--- src/rtl/calc_entry_sequencer.sv ---
// -----------------------------------------------------------------------------
// calc_entry_sequencer
//   Keypad-to-ALU controller for the calculator. Builds two decimal operands
//   from key strobes (acc*10+digit, bounded by digit count and by 2**WIDTH-1),
//   latches the operator, issues one ALU request per EQUALS and drives the
//   display value / error indicator.
//
// Optional feature macro: CALC_CHAIN_EN
//   defined   : an operator key in SHOW chains the result into operand A and
//               moves straight to entering operand B.
//   undefined : an operator key in SHOW is ignored.
//
// Ports
//   clk, rst_n            clock, synchronous active-low reset
//   key_valid, key_code   1-cycle key strobe; 0-9 digit, 10 ADD, 11 SUB,
//                         12 MUL, 13 DIV, 14 EQUALS, 15 CLEAR
//   alu_req               request to the ALU (held while in EXEC)
//   alu_op, alu_a, alu_b  operator / operands, stable while alu_req
//   alu_ack               ALU response strobe (alu_result, alu_err valid)
//   disp_value, disp_err  display value and error indicator
//   busy                  high while waiting for the ALU
//   state_dbg             encoded state: 0 ENT_A, 1 ENT_B, 2 EXEC, 3 SHOW, 4 ERR
//
// ALU handshake: alu_req rises on entry to EXEC and stays high, with alu_op,
// alu_a and alu_b unchanged, until the cycle after alu_ack is sampled high
// (or the request is aborted by CLEAR, reset or timeout). alu_ack may already
// be high in the first cycle alu_req is high; alu_ack outside EXEC is ignored.
// -----------------------------------------------------------------------------
module calc_entry_sequencer #(
  parameter int WIDTH      = 8,
  parameter int MAX_DIGITS = 3,
  parameter int TIMEOUT    = 15
) (
  input  logic             clk,
  input  logic             rst_n,
  input  logic             key_valid,
  input  logic [3:0]       key_code,
  output logic             alu_req,
  output logic [1:0]       alu_op,
  output logic [WIDTH-1:0] alu_a,
  output logic [WIDTH-1:0] alu_b,
  input  logic             alu_ack,
  input  logic [WIDTH-1:0] alu_result,
  input  logic             alu_err,
  output logic [WIDTH-1:0] disp_value,
  output logic             disp_err,
  output logic             busy,
  output logic [2:0]       state_dbg
);

  localparam int CW = $clog2(MAX_DIGITS + 1);
  localparam int TW = ($clog2(TIMEOUT + 1) < 4) ? 4 : $clog2(TIMEOUT + 1);
  // Extended width so acc*10+9 can be range-checked without overflow.
  localparam int XW = WIDTH + 4;

  localparam logic [CW-1:0] MAXD = CW'(MAX_DIGITS);
  localparam logic [TW-1:0] TMO  = TW'(TIMEOUT);
  localparam logic [XW-1:0] MAXV = (XW'(1) << WIDTH) - XW'(1);

  typedef enum logic [2:0] {
    ENT_A = 3'd0,
    ENT_B = 3'd1,
    EXEC  = 3'd2,
    SHOW  = 3'd3,
    ERR   = 3'd4
  } state_t;

  state_t           state, state_n;
  logic [WIDTH-1:0] a, a_n, b, b_n, result, result_n, disp_n;
  logic [1:0]       op, op_n;
  logic [CW-1:0]    a_cnt, a_cnt_n, b_cnt, b_cnt_n;
  logic [TW-1:0]    tmo_cnt, tmo_cnt_n, tmo_inc;
  logic [XW-1:0]    a_ext, b_ext;
  logic [3:0]       op_sub;
  logic             is_digit, is_op, is_eq, is_clr, a_ok, b_ok;

  function automatic logic [XW-1:0] acc10(input logic [WIDTH-1:0] acc,
                                          input logic [3:0] d);
    logic [XW-1:0] e;
    e = XW'(acc);
    return (e << 3) + (e << 1) + XW'(d);
  endfunction

  assign is_digit = key_valid && (key_code <= 4'd9);
  assign is_op    = key_valid && (key_code >= 4'd10) && (key_code <= 4'd13);
  assign is_eq    = key_valid && (key_code == 4'd14);
  assign is_clr   = key_valid && (key_code == 4'd15);
  assign op_sub   = key_code - 4'd10;
  assign a_ext    = acc10(a, key_code);
  assign b_ext    = acc10(b, key_code);
  // A digit is taken only if there is room for it and the value still fits.
  assign a_ok     = (a_cnt < MAXD) && (a_ext <= MAXV);
  assign b_ok     = (b_cnt < MAXD) && (b_ext <= MAXV);
  assign tmo_inc  = tmo_cnt + TW'(1);

  always_comb begin
    state_n   = state;
    a_n       = a;
    b_n       = b;
    op_n      = op;
    result_n  = result;
    a_cnt_n   = a_cnt;
    b_cnt_n   = b_cnt;
    tmo_cnt_n = tmo_cnt;
    if (is_clr) begin
      // CLEAR has priority over everything, including a coincident alu_ack.
      state_n   = ENT_A;
      a_n       = '0;
      b_n       = '0;
      op_n      = '0;
      result_n  = '0;
      a_cnt_n   = '0;
      b_cnt_n   = '0;
      tmo_cnt_n = '0;
    end else begin
      case (state)
        ENT_A: begin
          if (is_digit && a_ok) begin
            a_n     = a_ext[WIDTH-1:0];
            a_cnt_n = a_cnt + CW'(1);
          end else if (is_op && (a_cnt != '0)) begin
            op_n    = op_sub[1:0];
            b_n     = '0;
            b_cnt_n = '0;
            state_n = ENT_B;
          end
        end
        ENT_B: begin
          if (is_digit && b_ok) begin
            b_n     = b_ext[WIDTH-1:0];
            b_cnt_n = b_cnt + CW'(1);
          end else if (is_op && (b_cnt == '0)) begin
            op_n = op_sub[1:0];
          end else if (is_eq && (b_cnt != '0)) begin
            tmo_cnt_n = '0;
            state_n   = EXEC;
          end
        end
        EXEC: begin
          if (alu_ack) begin
            if (alu_err) begin
              state_n = ERR;
            end else begin
              result_n = alu_result;
              state_n  = SHOW;
            end
          end else begin
            tmo_cnt_n = tmo_inc;
            if (tmo_inc >= TMO) state_n = ERR;
          end
        end
        SHOW: begin
          if (is_digit) begin
            a_n     = WIDTH'(key_code);
            a_cnt_n = CW'(1);
            state_n = ENT_A;
          end
`ifdef CALC_CHAIN_EN
          else if (is_op) begin
            a_n     = result;
            a_cnt_n = CW'(1);
            op_n    = op_sub[1:0];
            b_n     = '0;
            b_cnt_n = '0;
            state_n = ENT_B;
          end
`endif
        end
        ERR: begin
          state_n = ERR;
        end
        default: begin
          state_n = ENT_A;
        end
      endcase
    end

    case (state_n)
      ENT_A:      disp_n = a_n;
      ENT_B, EXEC: disp_n = b_n;
      SHOW:       disp_n = result_n;
      default:    disp_n = '0;
    endcase
  end

  always_ff @(posedge clk) begin
    if (!rst_n) begin
      state      <= ENT_A;
      a          <= '0;
      b          <= '0;
      op         <= '0;
      result     <= '0;
      a_cnt      <= '0;
      b_cnt      <= '0;
      tmo_cnt    <= '0;
      alu_req    <= 1'b0;
      busy       <= 1'b0;
      disp_value <= '0;
      disp_err   <= 1'b0;
    end else begin
      state      <= state_n;
      a          <= a_n;
      b          <= b_n;
      op         <= op_n;
      result     <= result_n;
      a_cnt      <= a_cnt_n;
      b_cnt      <= b_cnt_n;
      tmo_cnt    <= tmo_cnt_n;
      alu_req    <= (state_n == EXEC);
      busy       <= (state_n == EXEC);
      disp_value <= disp_n;
      disp_err   <= (state_n == ERR);
    end
  end

  assign alu_op    = op;
  assign alu_a     = a;
  assign alu_b     = b;
  assign state_dbg = state;

endmodule

--- config.mk ---
export PLATFORM = sky130hd
export DESIGN_NAME = calc_entry_sequencer
export DESIGN_NICKNAME = d
export VERILOG_FILES = /design/src/rtl/calc_entry_sequencer.sv
export SDC_FILE = /design/constraint.sdc
export NUM_CORES = 1
export LEC_CHECK = 0
export ABC_AREA = 1
export CORE_ASPECT_RATIO = 0.9
export CORE_UTILIZATION = 45
export DETAILED_ROUTE_END_ITERATION = 10
export PLACE_DENSITY = 0.63
export REMOVE_ABC_BUFFERS = 1
export SETUP_SLACK_MARGIN = 0.5
export SYNTH_ARGS = -nofsm -noshare
export SYNTH_HDL_FRONTEND = slang
export SYNTH_SLANG_ARGS = --single-unit
--- constraint.sdc ---
create_clock -name clk -period 4 [get_ports clk]
set_input_delay 1 -clock clk [delete_from_list [all_inputs] [get_ports clk]]
set_output_delay 1 -clock clk [all_outputs]
set_load 0.05 [all_outputs]
==> results.json <==
{
  "worst_pin_slew_ps": 625,
  "ys_types": 33,
  "diodes": 0,
  "criticalPathCategory": "in2reg",
  "gp_congestion": 0.882,
  "setup_viol": 0,
  "root_buffer": "clkbuf_8",
  "synthAdderAreaFrac": 0.139,
  "die-area_sq_mm": 0.00885,
  "avgSynthCellArea_sq_um": 6.34,
  "seq_area_sq_um": 941,
  "post-route-period-util": 0.827,
  "r2r_cells": 20,
  "cap_violations": 0,
  "die_h_microns": 89.4,
  "final_cell_mix": "149 x nand2_1, 87 x inv_1, 78 x nor2_1",
  "final_layout_size_suffix_gt1_frac": 0.125,
  "nFillCells": 842,
  "wl_per_cell_microns": 13.8,
  "worstSkewPairLatency_ps": 310,
  "hold_path_class": "reg2reg",
  "synth_top_family_by_area": "simple AND/OR/NAND/NOR gates",
  "final_common_cell": "nand2_1",
  "ir_drop_v": 0.000223,
  "coreArea_sq_mm": 0.00815,
  "crit_required_ps": 4200,
  "cts_hold_buf": 0,
  "vias": 4054,
  "cp_data_arrival_time_ps": 3510,
  "cts_tree": "built",
  "htreeDepth": 2,
  "yosysTopAreaCell": "dfxtp_1",
  "port_buffers": 48,
  "synth_compound_area_frac": 0.0849,
  "min_period_ps": 3310,
  "syn2layout_area_growth_pct": 25.5,
  "dr.pass1.iters": 4,
  "io_pins": 49,
  "vias_per_cell": 5.19,
  "synthXorXnorAreaFrac": 0.0207,
  "synth-seq-cells": 47,
  "grt_max_degree": 30,
  "synth-seq-area-share": 0.247,
  "power_mw": 2.60,
  "rsz0062_at_grt": "false",
  "endpoint_kind": "register",
  "synth-warning-count": 0,
  "setup_tns_ps": 0,
  "netlist.area_leader.share": 0.247,
  "globalRouteOverflowTotal": 0,
  "syn_inst": 602,
  "grt_first_pass_wirelength_microns": 18000,
  "clock_skew_ps": 9.75,
  "drt_iter0_drc": 249,
  "clockBufferDepth": 2,
  "cellLeakagePower_nw": 2.44,
  "rows": 31,
  "grtUsageTotal": 0.258,
  "synth_simple_gate_area_frac": 0.401,
  "drtAntennaViolNets": 0,
  "antenna_found_initial": 0,
  "p_per_area_mw_per_mm2": 543,
  "max_freq_ghz": 0.302,
  "drt-total-wl_microns": 10800,
  "outcome": "completed",
  "slew_viol_final": 0,
  "synth.area.mux_share": 0,
  "multiInputGateArea_sq_mm": 0.00251,
  "synth_area_sq_mm": 0.00382,
  "dp_hpwl_microns": 8360,
  "cts.sinks": 47,
  "cp_max_fo": 4,
  "whs_path_depth": 2,
  "startpoint_type": "input port",
  "die_x_microns": 99.1,
  "slew-limit-headroom": 0.583,
  "nets": 738,
  "clk_pin_slew_ps": 100,
  "report.final.hold_viol_count": 0,
  "synthTopCellsByArea": "dfxtp_1 25%, nand2_1 15%, ha_1 12%",
  "drcViolationCount": 0,
  "initial_utilization": 0.469,
  "numCtsBuffers": 5,
  "grt_pass1_vias": 3705
}
## registers in the layout, indices dropped and copies added, names as in the netlist
register / count
result: 8
disp_err: 1
alu_a: 8
busy: 1
alu_b: 8
tmo_cnt: 4
alu_op: 2
state_dbg: 3
disp_value: 8
a_cnt: 2
b_cnt: 2
## cell families (layout without fill, tap and decap cells)
| group | after synthesis | after routing |
|---|---|---|
| AO/OA/AOI/OAI | 56 | 56 |
| adder cells (fa/ha/maj) | 40 | 40 |
| buffers and inverters | 108 | 188 |
| XOR/XNOR | 9 | 9 |
| flip-flops | 47 | 47 |
| AND/OR/NAND/NOR | 342 | 342 |
## routing by layer
layer,vias to the layer above,part of all wire,GRT usage
li1,2099,-,-
met1,1861,0.50,0.369
met2,87,0.45,0.421
met3,7,0.046,0.0344
met4,0,0.0071,0.0508
met5,-,0,0
## what timing repair did
item,4_1_cts,5_1_grt
gates resized for setup,14,10
pin swaps,3,2
setup endpoints to repair,28,21
buffers inserted,5,1
hold endpoints to repair,0,0
## cell usage after synthesis
| library cell | count |
|---|---|
| a21oi_1 | 20 |
| nand2_2 | 5 |
| inv_1 | 89 |
| buf_4 | 1 |
| or2_1 | 1 |
| clkbuf_1 | 8 |
| nand3_1 | 55 |
| nor4_1 | 8 |
| nand2_1 | 151 |
| nand3_4 | 1 |
| ha_1 | 36 |
| buf_2 | 2 |
| a211oi_1 | 4 |
| dfxtp_1 | 47 |
| a21boi_0 | 1 |
| o21ai_0 | 13 |
| xnor2_1 | 7 |
| nor2_1 | 78 |
| xor2_1 | 2 |
| nand3b_1 | 6 |
| nor3_2 | 2 |
| nor2_2 | 6 |
| nand3_2 | 1 |
| inv_2 | 8 |
| nor3_1 | 10 |
| a31oi_1 | 8 |
| nand4_1 | 15 |
| nor2_4 | 3 |
| fa_1 | 4 |
| o211a_1 | 2 |
| a221oi_1 | 2 |
| o21ai_1 | 5 |
| o21ai_2 | 1 |
## through the flow
step	instance area (sq um)	util	instances	hold WS, ps	setup WS (ps)
final	4790	0.588	781	489	691
after global routing	4790	0.588	781	516	512
after CTS	4760	0.584	780	492	515
after detailed placement	4590	0.564	767	477	-200
after global placement	4590	0.564	767	467	-136
after floorplan	3770	-	591	458	590
## power breakdown
| group | total [mW] | internal [mW] | switching [mW] |
|---|---|---|---|
| registers | 0.645 | 0.564 | 0.0810 |
| clock network | 0.311 | 0.126 | 0.185 |
| logic | 1.64 | 0.625 | 1.02 |
| total | 2.60 | 1.32 | 1.28 |
## layout make-up
cell class | instances | area share
clock buffers | 5 | 0.0144
repair buffers | 83 | 0.158
multi-input cells | 447 | 0.525
flip-flops and latches | 47 | 0.196
inverters | 97 | 0.0760
clock inverters | 3 | 0.00470
well taps | 99 | 0.0259
## critical path: stages
cell and delay, ps:
clkbuf_2 100, inv_2 60, fa_1 550, inv_2 50
buf_4 120, ha_1 270, nand2_1 80, nand2_2 80
nand3b_1 90, nand2_1 70, nand2_1 60, nand2_1 90
nor2_4 180, buf_6 130, nand3_1 90, nand3_1 110
nand2_1 70, nand4_1 110, nand2_1 60, nor2_1 80
nor2_1 40
## worst paths after layout
path	start	endpoint	slack, ps
min	tmo_cnt[3]$_SDFFE_PP0P_	tmo_cnt[3]$_SDFFE_PP0P_	490
max	key_code[3]	disp_value[4]$_SDFF_PN0_	690
max reg2reg	alu_b[0]$_SDFF_PN0_	disp_value[4]$_SDFF_PN0_	930
min reg2reg	tmo_cnt[3]$_SDFFE_PP0P_	tmo_cnt[3]$_SDFFE_PP0P_	490
Power figures use the tool's default switching activity.
